### src/rtl/sft_seq_arb_if.sv
// Requester and shift-engine bundle for sft_seq_arb.
// The slave modport is the arbiter's view; master is the requester/engine side.
interface sft_seq_arb_if #(
    parameter int NREQ = 4
);
    // requester side
    logic [NREQ-1:0]   req_i;
    logic [NREQ-1:0]   req_clr_i;
    logic [NREQ-1:0]   req_oen_i;
    logic [8*NREQ-1:0] req_data_i;
    logic [NREQ-1:0]   grant_o;
    logic [NREQ-1:0]   ack_o;
    logic [NREQ-1:0]   err_o;
    logic              busy_o;
    // shift engine side
    logic              sft_vld;
    logic [1:0]        sft_cmd;
    logic              sft_cmd_oen;
    logic [7:0]        sft_din;
    logic              sft_done;

    modport slave (
        input  req_i, req_clr_i, req_oen_i, req_data_i, sft_done,
        output grant_o, ack_o, err_o, busy_o,
        output sft_vld, sft_cmd, sft_cmd_oen, sft_din
    );

    modport master (
        output req_i, req_clr_i, req_oen_i, req_data_i, sft_done,
        input  grant_o, ack_o, err_o, busy_o,
        input  sft_vld, sft_cmd, sft_cmd_oen, sft_din
    );
endinterface

### src/rtl/sft_seq_arb.sv
// Round-robin arbiter that shares one 595-style shift engine between NREQ
// requesters. A grant runs the fixed sequence [clr] -> shift -> latch -> OE,
// waiting for sft_done after each command with a per-command timeout.
module sft_seq_arb #(
    parameter int NREQ    = 4,
    parameter int TMO_CYC = 1024,
    parameter int TMO_W   = 11
) (
    input  logic         CLK_I,
    input  logic         RST_I,
    sft_seq_arb_if.slave bus
);
    localparam int PTR_W = (NREQ > 1) ? $clog2(NREQ) : 1;

    localparam logic [1:0] CMD_CLR = 2'b00;
    localparam logic [1:0] CMD_SFT = 2'b01;
    localparam logic [1:0] CMD_STO = 2'b10;
    localparam logic [1:0] CMD_OE  = 2'b11;

    typedef enum logic [3:0] {
        IDLE, I_CLR, W_CLR, I_SFT, W_SFT, I_STO, W_STO, I_OE, W_OE, FIN, ABORT
    } state_e;

    state_e            state_q, state_d;
    logic [PTR_W-1:0]  ptr_q, ptr_d;
    logic [TMO_W-1:0]  cnt_q, cnt_d;
    logic [7:0]        data_q, data_d;
    logic              oen_q, oen_d;
    logic [NREQ-1:0]   grant_q, grant_d;
    logic [NREQ-1:0]   ack_q, ack_d;
    logic [NREQ-1:0]   err_q, err_d;
    logic              busy_q, busy_d;
    logic              vld_q, vld_d;
    logic [1:0]        cmd_q, cmd_d;
    logic              cmd_oen_q, cmd_oen_d;
    logic [7:0]        din_q, din_d;

    logic              win_vld;
    logic [PTR_W-1:0]  win_idx;

    // Index p+off folded back into 0..NREQ-1 (off never exceeds NREQ).
    function automatic logic [PTR_W-1:0] rr_wrap(input logic [PTR_W-1:0] p, input int off);
        int s;
        s = int'(p) + off;
        if (s >= NREQ) s = s - NREQ;
        return PTR_W'(s);
    endfunction

    // Winner search: first requester above the last winner, wrapping around.
    always_comb begin
        win_vld = 1'b0;
        win_idx = '0;
        for (int i = 1; i <= NREQ; i++) begin
            if (!win_vld && bus.req_i[rr_wrap(ptr_q, i)]) begin
                win_vld = 1'b1;
                win_idx = rr_wrap(ptr_q, i);
            end
        end
    end

    // Sequencer next state, grant latch and timeout counter.
    always_comb begin
        state_d = state_q;
        ptr_d   = ptr_q;
        cnt_d   = cnt_q;
        data_d  = data_q;
        oen_d   = oen_q;
        case (state_q)
            IDLE: begin
                if (win_vld) begin
                    ptr_d   = win_idx;
                    data_d  = bus.req_data_i[int'(win_idx)*8 +: 8];
                    oen_d   = bus.req_oen_i[win_idx];
                    state_d = bus.req_clr_i[win_idx] ? I_CLR : I_SFT;
                end
            end
            // issue cycles ignore sft_done: nothing is outstanding yet
            I_CLR: begin cnt_d = TMO_W'(TMO_CYC); state_d = W_CLR; end
            I_SFT: begin cnt_d = TMO_W'(TMO_CYC); state_d = W_SFT; end
            I_STO: begin cnt_d = TMO_W'(TMO_CYC); state_d = W_STO; end
            I_OE:  begin cnt_d = TMO_W'(TMO_CYC); state_d = W_OE;  end
            W_CLR, W_SFT, W_STO, W_OE: begin
                // done wins over an expired counter in the same cycle
                if (bus.sft_done) begin
                    case (state_q)
                        W_CLR:   state_d = I_SFT;
                        W_SFT:   state_d = I_STO;
                        W_STO:   state_d = I_OE;
                        default: state_d = FIN;
                    endcase
                end else if (cnt_q == '0) begin
                    state_d = ABORT;
                end else begin
                    cnt_d = cnt_q - TMO_W'(1);
                end
            end
            FIN, ABORT: state_d = IDLE;
            default:    state_d = IDLE;
        endcase
    end

    // Output values for the coming cycle, derived from the next state so
    // every output leaves a flop.
    always_comb begin
        vld_d     = 1'b0;
        cmd_d     = CMD_CLR;
        cmd_oen_d = 1'b0;
        din_d     = '0;
        case (state_d)
            I_CLR:   begin vld_d = 1'b1; cmd_d = CMD_CLR; end
            I_SFT:   begin vld_d = 1'b1; cmd_d = CMD_SFT; end
            I_STO:   begin vld_d = 1'b1; cmd_d = CMD_STO; end
            I_OE:    begin vld_d = 1'b1; cmd_d = CMD_OE;  cmd_oen_d = oen_d; end
            default: ;
        endcase
        if (vld_d) din_d = data_d;

        grant_d = grant_q;
        if (state_q == IDLE && win_vld) begin
            grant_d          = '0;
            grant_d[win_idx] = 1'b1;
        end
        if (state_d == IDLE) grant_d = '0;

        ack_d  = (state_d == FIN)   ? grant_d : '0;
        err_d  = (state_d == ABORT) ? grant_d : '0;
        busy_d = (state_d != IDLE);
    end

    // State and registered outputs; reset abandons any in-flight command.
    always_ff @(posedge CLK_I) begin
        if (RST_I) begin
            state_q   <= IDLE;
            ptr_q     <= PTR_W'(NREQ - 1);
            cnt_q     <= '0;
            data_q    <= '0;
            oen_q     <= 1'b0;
            grant_q   <= '0;
            ack_q     <= '0;
            err_q     <= '0;
            busy_q    <= 1'b0;
            vld_q     <= 1'b0;
            cmd_q     <= '0;
            cmd_oen_q <= 1'b0;
            din_q     <= '0;
        end else begin
            state_q   <= state_d;
            ptr_q     <= ptr_d;
            cnt_q     <= cnt_d;
            data_q    <= data_d;
            oen_q     <= oen_d;
            grant_q   <= grant_d;
            ack_q     <= ack_d;
            err_q     <= err_d;
            busy_q    <= busy_d;
            vld_q     <= vld_d;
            cmd_q     <= cmd_d;
            cmd_oen_q <= cmd_oen_d;
            din_q     <= din_d;
        end
    end

    assign bus.grant_o     = grant_q;
    assign bus.ack_o       = ack_q;
    assign bus.err_o       = err_q;
    assign bus.busy_o      = busy_q;
    assign bus.sft_vld     = vld_q;
    assign bus.sft_cmd     = cmd_q;
    assign bus.sft_cmd_oen = cmd_oen_q;
    assign bus.sft_din     = din_q;

endmodule

### src/flat_wrapper.sv
// flat-port wrapper written by rule: the top's interface ports become plain ports
module sft_seq_arb_flat 
#(
    parameter int NREQ    = 4,
    parameter int TMO_CYC = 1024,
    parameter int TMO_W   = 11
)
  (CLK_I, RST_I, bus_req_i, bus_req_clr_i, bus_req_oen_i, bus_req_data_i, bus_sft_done, bus_grant_o, bus_ack_o, bus_err_o, bus_busy_o, bus_sft_vld, bus_sft_cmd, bus_sft_cmd_oen, bus_sft_din);
  sft_seq_arb_if #(.NREQ(NREQ)) bus_i ();
  input  logic CLK_I;
  input  logic RST_I;
  input wire logic [$bits(bus_i.req_i)-1:0] bus_req_i;
  input wire logic [$bits(bus_i.req_clr_i)-1:0] bus_req_clr_i;
  input wire logic [$bits(bus_i.req_oen_i)-1:0] bus_req_oen_i;
  input wire logic [$bits(bus_i.req_data_i)-1:0] bus_req_data_i;
  input wire logic [$bits(bus_i.sft_done)-1:0] bus_sft_done;
  output wire logic [$bits(bus_i.grant_o)-1:0] bus_grant_o;
  output wire logic [$bits(bus_i.ack_o)-1:0] bus_ack_o;
  output wire logic [$bits(bus_i.err_o)-1:0] bus_err_o;
  output wire logic [$bits(bus_i.busy_o)-1:0] bus_busy_o;
  output wire logic [$bits(bus_i.sft_vld)-1:0] bus_sft_vld;
  output wire logic [$bits(bus_i.sft_cmd)-1:0] bus_sft_cmd;
  output wire logic [$bits(bus_i.sft_cmd_oen)-1:0] bus_sft_cmd_oen;
  output wire logic [$bits(bus_i.sft_din)-1:0] bus_sft_din;
  assign bus_i.req_i = bus_req_i;
  assign bus_i.req_clr_i = bus_req_clr_i;
  assign bus_i.req_oen_i = bus_req_oen_i;
  assign bus_i.req_data_i = bus_req_data_i;
  assign bus_i.sft_done = bus_sft_done;
  assign bus_grant_o = bus_i.grant_o;
  assign bus_ack_o = bus_i.ack_o;
  assign bus_err_o = bus_i.err_o;
  assign bus_busy_o = bus_i.busy_o;
  assign bus_sft_vld = bus_i.sft_vld;
  assign bus_sft_cmd = bus_i.sft_cmd;
  assign bus_sft_cmd_oen = bus_i.sft_cmd_oen;
  assign bus_sft_din = bus_i.sft_din;
  sft_seq_arb #(.NREQ(NREQ), .TMO_CYC(TMO_CYC), .TMO_W(TMO_W)) u_core (.CLK_I(CLK_I), .RST_I(RST_I), .bus(bus_i));
endmodule
### config.mk
export PLATFORM = sky130hd
export DESIGN_NAME = sft_seq_arb_flat
export DESIGN_NICKNAME = d
export VERILOG_FILES = /design/src/rtl/sft_seq_arb_if.sv /design/src/rtl/sft_seq_arb.sv /design/src/flat_wrapper.sv
export SDC_FILE = /design/constraint.sdc
export NUM_CORES = 1
export LEC_CHECK = 0
export ABC_AREA = 1
export CORE_ASPECT_RATIO = 1.75
export CORE_MARGIN = 3
export CORE_UTILIZATION = 25
export CTS_BUF_LIST = sky130_fd_sc_hd__clkbuf_8
export DETAILED_ROUTE_END_ITERATION = 12
export PLACE_DENSITY = 0.47
export SLEW_MARGIN = 30
export SYNTH_ARGS = -nofsm -noshare
export SYNTH_HDL_FRONTEND = slang
export SYNTH_SLANG_ARGS = --single-unit
### constraint.sdc
create_clock -name CLK_I -period 2 [get_ports CLK_I]
set_input_delay 0.4 -clock CLK_I [delete_from_list [all_inputs] [get_ports CLK_I]]
set_output_delay 0.4 -clock CLK_I [all_outputs]
set_load 0.005 [all_outputs]
-- After elaboration in Yosys (flattened, before gate mapping)
Cells that the tools add are included.
Widths: inputs -> output; s select.
- shift-type cells: 1
- add/sub/neg operators: 9
- equality and inequality tests: 16
- bitwise gates (word level): 4
- mux-type cells: 43
- $lt $le $gt $ge: 10
- reduce and logical (&&, ||, !) cells: 22
- operators with widths (operator ; count):
    $shiftx 32x6->8 ; 1
    $eq 4x3->1 const B ; 6
    $pmux 4 s6 ; 1
    $mux 11 ; 2
    $pmux 11 s2 ; 1
    $mux 4 ; 5
    $mux 2 ; 9
    $mux 8 ; 2
    $lt 2x3->1 const B ; 5
    $mux 1 ; 14
    $bmux 1 s2 ; 6
    $eq 4x2->1 const B ; 3
    $eq 4x4->1 const B ; 3
    $pmux 4 s3 ; 1
    $reduce_or 4->1 ; 3
    $logic_not 11->1 ; 1
    $sub 11x1->11 const B ; 1
    $ge 3x3->1 const B ; 3
    $eq 4x1->1 const B ; 2
    $logic_not 4->1 ; 2
    $reduce_or 2->1 ; 4
    $sub 2x1->2 const B ; 4
    $add 2x2->3 const B ; 2
    $pmux 2 s3 ; 1
    13 further kinds ; 23
- word-level logic and storage cells: 118
- register bits after elaboration: 51
- bits of input ports: 47

-- Depth between registers and ports, before layout
- depth in word-level cells: 25
- gate-level depth with buffers: 18

-- Least setup slack after synthesis
OpenSTA, ideal clock, no wires.
- kind: reg-to-reg
- from: register u_core.ptr_q[0]
- to: register u_core.grant_q[0], in the netlist u_core.bus.grant_o[0]
- arrival: 1.707 ns
- path buffers: 1
- setup slack: 0.166 ns
- stages on the path, launching flop included: 19
- period minus slack after synthesis: 1.834 ns
- setup time: 0.128 ns
- path through: dfxtp_1 -> inv_1 -> buf_4 -> nand2_2 -> nand2_1 -> nand2_1 -> nand2_1 -> nor2_4 -> nand2_1 -> nand2_2 -> nand2_4 -> nor2_4 -> nand2_2 -> nand2_2 -> inv_1 -> nand2_2 -> nand3_4 -> nand2_2 -> nor2_1
- word-level cells in the longest chain between the ends: 22
- RTL lines (item ; line ; text):
    from (decl) ; sft_seq_arb.sv:25 ; logic [PTR_W-1:0] ptr_q, ptr_d;
    from (signal assigned) ; sft_seq_arb.sv:134 ; ptr_q <= PTR_W'(NREQ - 1);
    from (signal assigned) ; sft_seq_arb.sv:148 ; ptr_q <= ptr_d;
    $add 2x1->3 ; sft_seq_arb.sv:44 ; s = int'(p) + off;
    $ge 3x3->1 or $sub 2x1->2 (tied branches) ; sft_seq_arb.sv:45 ; if (s >= NREQ) s = s - NREQ;
    $mux 2 ; sft_seq_arb.sv:45 ;
    $bmux 1 s2 ; sft_seq_arb.sv:54 ; if (!win_vld && bus.req_i[rr_wrap(ptr_q, i)]) begin
    $mux 1 (implied by the code) ; sft_seq_arb.sv:54 ;
    $mux 1 ; sft_seq_arb.sv:54 ;
    $logic_not 1->1 ; sft_seq_arb.sv:54 ;
    $logic_and 1x1->1 ; sft_seq_arb.sv:54 ;
    (+6 left out) ; - ;
    $mux 2 ; sft_seq_arb.sv:54 ;
    $bmux 1 s2 ; sft_seq_arb.sv:74 ; state_d = bus.req_clr_i[win_idx] ? I_CLR : I_SFT;
    $mux 1 (implied by the code) ; sft_seq_arb.sv:74 ;
    $mux 2 ; sft_seq_arb.sv:74 ;
    $mux 4 ; sft_seq_arb.sv:70 ; if (win_vld) begin
    $pmux 4 s6 ; sft_seq_arb.sv:68 ; case (state_q)
    $logic_not 4->1 ; sft_seq_arb.sv:123 ; if (state_d == IDLE) grant_d = '0;
    $mux 4 (*) ; sft_seq_arb.sv:123 ;
    to (signal assigned) ; sft_seq_arb.sv:152 ; grant_q <= grant_d;
    to (decl) ; sft_seq_arb.sv:29 ; logic [NREQ-1:0] grant_q, grant_d;
Every way passes the cells marked *; elsewhere a longest branch is shown, timed or not. The select of a mux whose other input is x is not followed.
A chain may end at the register's enable or synchronous reset.

-- Final worst setup path
Same ends and word-level chain as after synthesis.

==> results by group <==
Outcome
  • Status: finished with violations
  • Violated checks: negative setup slack

Hold path
  • Hold Path Class: flop to flop
  • Worst Hold Depth: 2

Floorplan
  • Die X: 83.4 µm
  • Core Rows: 48
  • Core area: 10000 µm²
  • Initial Util: 26.1%
  • Die ar.: 11800 µm²
  • I/O pins: 72
  • Chip Height: 141 µm

Pwr
  • Maximum VDD drop: 0.000859 V
  • LEAKAGE: 1.93 nW
  • Pwr dens: 1880 nW/µm²

Clock network
  • Clk buf depth: 2
  • Root Buffer: clkbuf_8
  • H-tree Lvls: 2
  • CTS Buf Count: 5
  • Hold Buf Count CTS: 0
  • Clock slew at reported path FFs: 100 ps
  • Clock latency on the worst-skew pair: 310 ps
  • CTS tree: done
  • CTS sink cnt: 51

GRT
  • Vias in the first global route: 2892
  • Largest net degree at the start of global routing: 20
  • Overflow after GRT: 0
  • All-Layer GR Usage: 14.8%
  • First-pass GRT wire length: 14000 µm
  • Initial antenna violation count: 0

Critical path
  • Worst R2R Path Depth: 16
  • Crit path max fanout: 5
  • Crit Path Category: flop to flop
  • Critical Path End Type: flop
  • Arrival time of the worst setup path: 2270 ps
  • Req. time, crit path: 2220 ps
  • CP startpoint kind: flop

Final layout
  • Cell area after layout: 4190 µm²
  • FILL cells: 1058
  • Layout cell share with drive strength beyond 1: 29.6%
  • P&R area growth vs syn: 60.2%
  • Number of inserted diodes: 0
  • Final Non-Filler Cells: 635
  • Core Util, Final: 41.8%
  • Nets: 557

Synth
  • EDFF count, synth: 0
  • Post-Syn Area: 2620 µm²
  • Post-synth top area share: 39.0%
  • Synth cell types: 33
  • Synth warnings: 0
  • Cells after Synth: 386
  • Post-synth top cells: 86 x nand2_1, 60 x nor2_1, 51 x dfxtp_1, 47 x inv_1, 30 x nand3_1
  • Seq/Total Area, Yosys: 39.0%
  • Most common cell in the netlist: nand2_1
  • Syn_nets: 434
  • Synthesis-stage register bit count: 51
  • Syn Area/Cell: 6.78 µm²
  • Largest area contributor in the netlist: dfxtp_1
  • Synth area leaders: dfxtp_1 39%, nand2_1 12%, nor2_1 8.6%
  • Synth Flop Type: dfxtp_1
  • Post-synth ARST share: 0%

Drt
  • Routed Antenna Nets: 0
  • DRT Pass-1 Iters: 4
  • DR WL/cell: 13.7 µm
  • Drt drc: 0
  • 1st-iter DRT viols: 60
  • Drt total wl: 8730 µm
  • Vias per cell: 4.48
  • Routed vias: 2846

Timing
  • Final setup skew: 12.5 ps
  • Setup violations, final: 23
  • Fin crit share: 103%
  • Fin Hold WS: 469 ps
  • Final hold vios: 0
  • Final worst slack: -55.5 ps
  • Slew Limit Fails: 0
  • Min cycle time layout: 2060 ps
  • Maximum clock frequency: 486 MHz
  • Unrepaired setup endpoints after global routing: yes
  • Setup TNS: -793 ps
  • Slew margin rel.: 72.1%
  • Slew @ Worst Pin: 416 ps

Run
  • Max-cap viol count: 0

Place
  • Placed Area: 3800 µm²
  • Placed instance count: 619
  • DP HPWL: 6850 µm
  • Gpl congestion: 0.837
  • Number of I/O port buffers: 71
[power breakdown]
part           internal (mW)  total, mW  switching (mW)
Sequential              1.35       1.54           0.188
Combinational           2.56       5.73            3.17
Clock                  0.245      0.612           0.367
[per-layer routing]
| layer | global-route usage, % | vias up | share of wire [%] |
|---|---|---|---|
| met5 | 0 | - | 0 |
| met2 | 29.8 | 60 | 58 |
| met4 | 5.43 | 0 | 2.8 |
| li1 | - | 1468 | - |
| met1 | 15.0 | 1299 | 36 |
| met3 | 2.32 | 19 | 3.4 |
[timing repair]
action,in CTS,in global routing
endpoints found under the hold margin,0,0
pin swaps,16,19
buffers inserted,1,6
gates resized for setup,47,35
cloned,1,0
setup endpoints to repair,33,43
[layout by cell type, fill, tap and decap left out, drive strengths merged]
cell           instances
ha                     1
nand4                  7
or2                   10
nor2                  65
o31ai                  2
a21oi                 26
nand3                 35
nand2                104
a31oi                  1
inv                   51
xor2                   2
nor4                   1
dlygate4sd2            4
nor3b                  1
clkdlybuf4s50         67
nor3                   2
o21ai                 13
buf                   52
dfxtp                 51
clkinvlp               2
clkbuf                 5
a22oi                  5
o21bai                 1
clkinv                 2
[registers in the layout (all words and copies together) (netlist names)]
signal	count
u_core.cnt_q	11
u_core.bus.sft_din	8
u_core.data_q	8
u_core.bus.ack_o	4
u_core.bus.err_o	4
u_core.bus.grant_o	4
u_core.state_q	4
u_core.bus.sft_cmd	2
u_core.ptr_q	2
u_core.bus.busy_o	1
u_core.bus.sft_cmd_oen	1
u_core.bus.sft_vld	1
u_core.oen_q	1
[cells by family after synthesis]
kind of cell	share of synthesized area [%]
buffers and inverters	9.13
xor gates and xnor gates	0.669
adders and majority gates	0.478
AOI/OAI and AO/OA	10.4
and+or+nand+nor	40.3
DFF	39.0
[worst max-delay path, cell delays in order, from the launching register on]
cell and delay (ps):
dfxtp_2 340, inv_2 70, buf_6 130, nand2_1 90, nand3_2 90, nand2_2 80, buf_4 140, nand3_4 100
nand3_2 180, nor2_4 180, nand2_2 70, nand2_4 80, inv_2 40, nand2_2 70, nand3_4 120, nand2_2 120
nor2_1 40
[cell type report]
class	instances	area, µm²	area share, %
multi-input combinational	276	1580	37.6
timing repair buffer	123	1140	27.1
clock buffer	5	68.8	1.64
sequential	51	1030	24.6
clock inverter	3	20.0	0.477
tap	125	156	3.73
inverter	52	203	4.83
[per-stage QoR]
stage	worst slack, ps	power (mW)
detailed placement	-529	6.55
floorplan	166	4.56
CTS	-63.3	7.59
global route	-211	8.63
finish	-55.5	7.88
global placement	-509	6.53
[worst paths after layout]
check                  startpoint                     to  slack (ps)
setup / recovery  u_core.ptr_q[0]  u_core.bus.grant_o[0]         -60
hold / removal    u_core.cnt_q[0]        u_core.cnt_q[0]         470
setup reg to reg  u_core.ptr_q[0]  u_core.bus.grant_o[0]         -60
hold reg to reg   u_core.cnt_q[0]        u_core.cnt_q[0]         470
(Power assumes the default switching activity.)
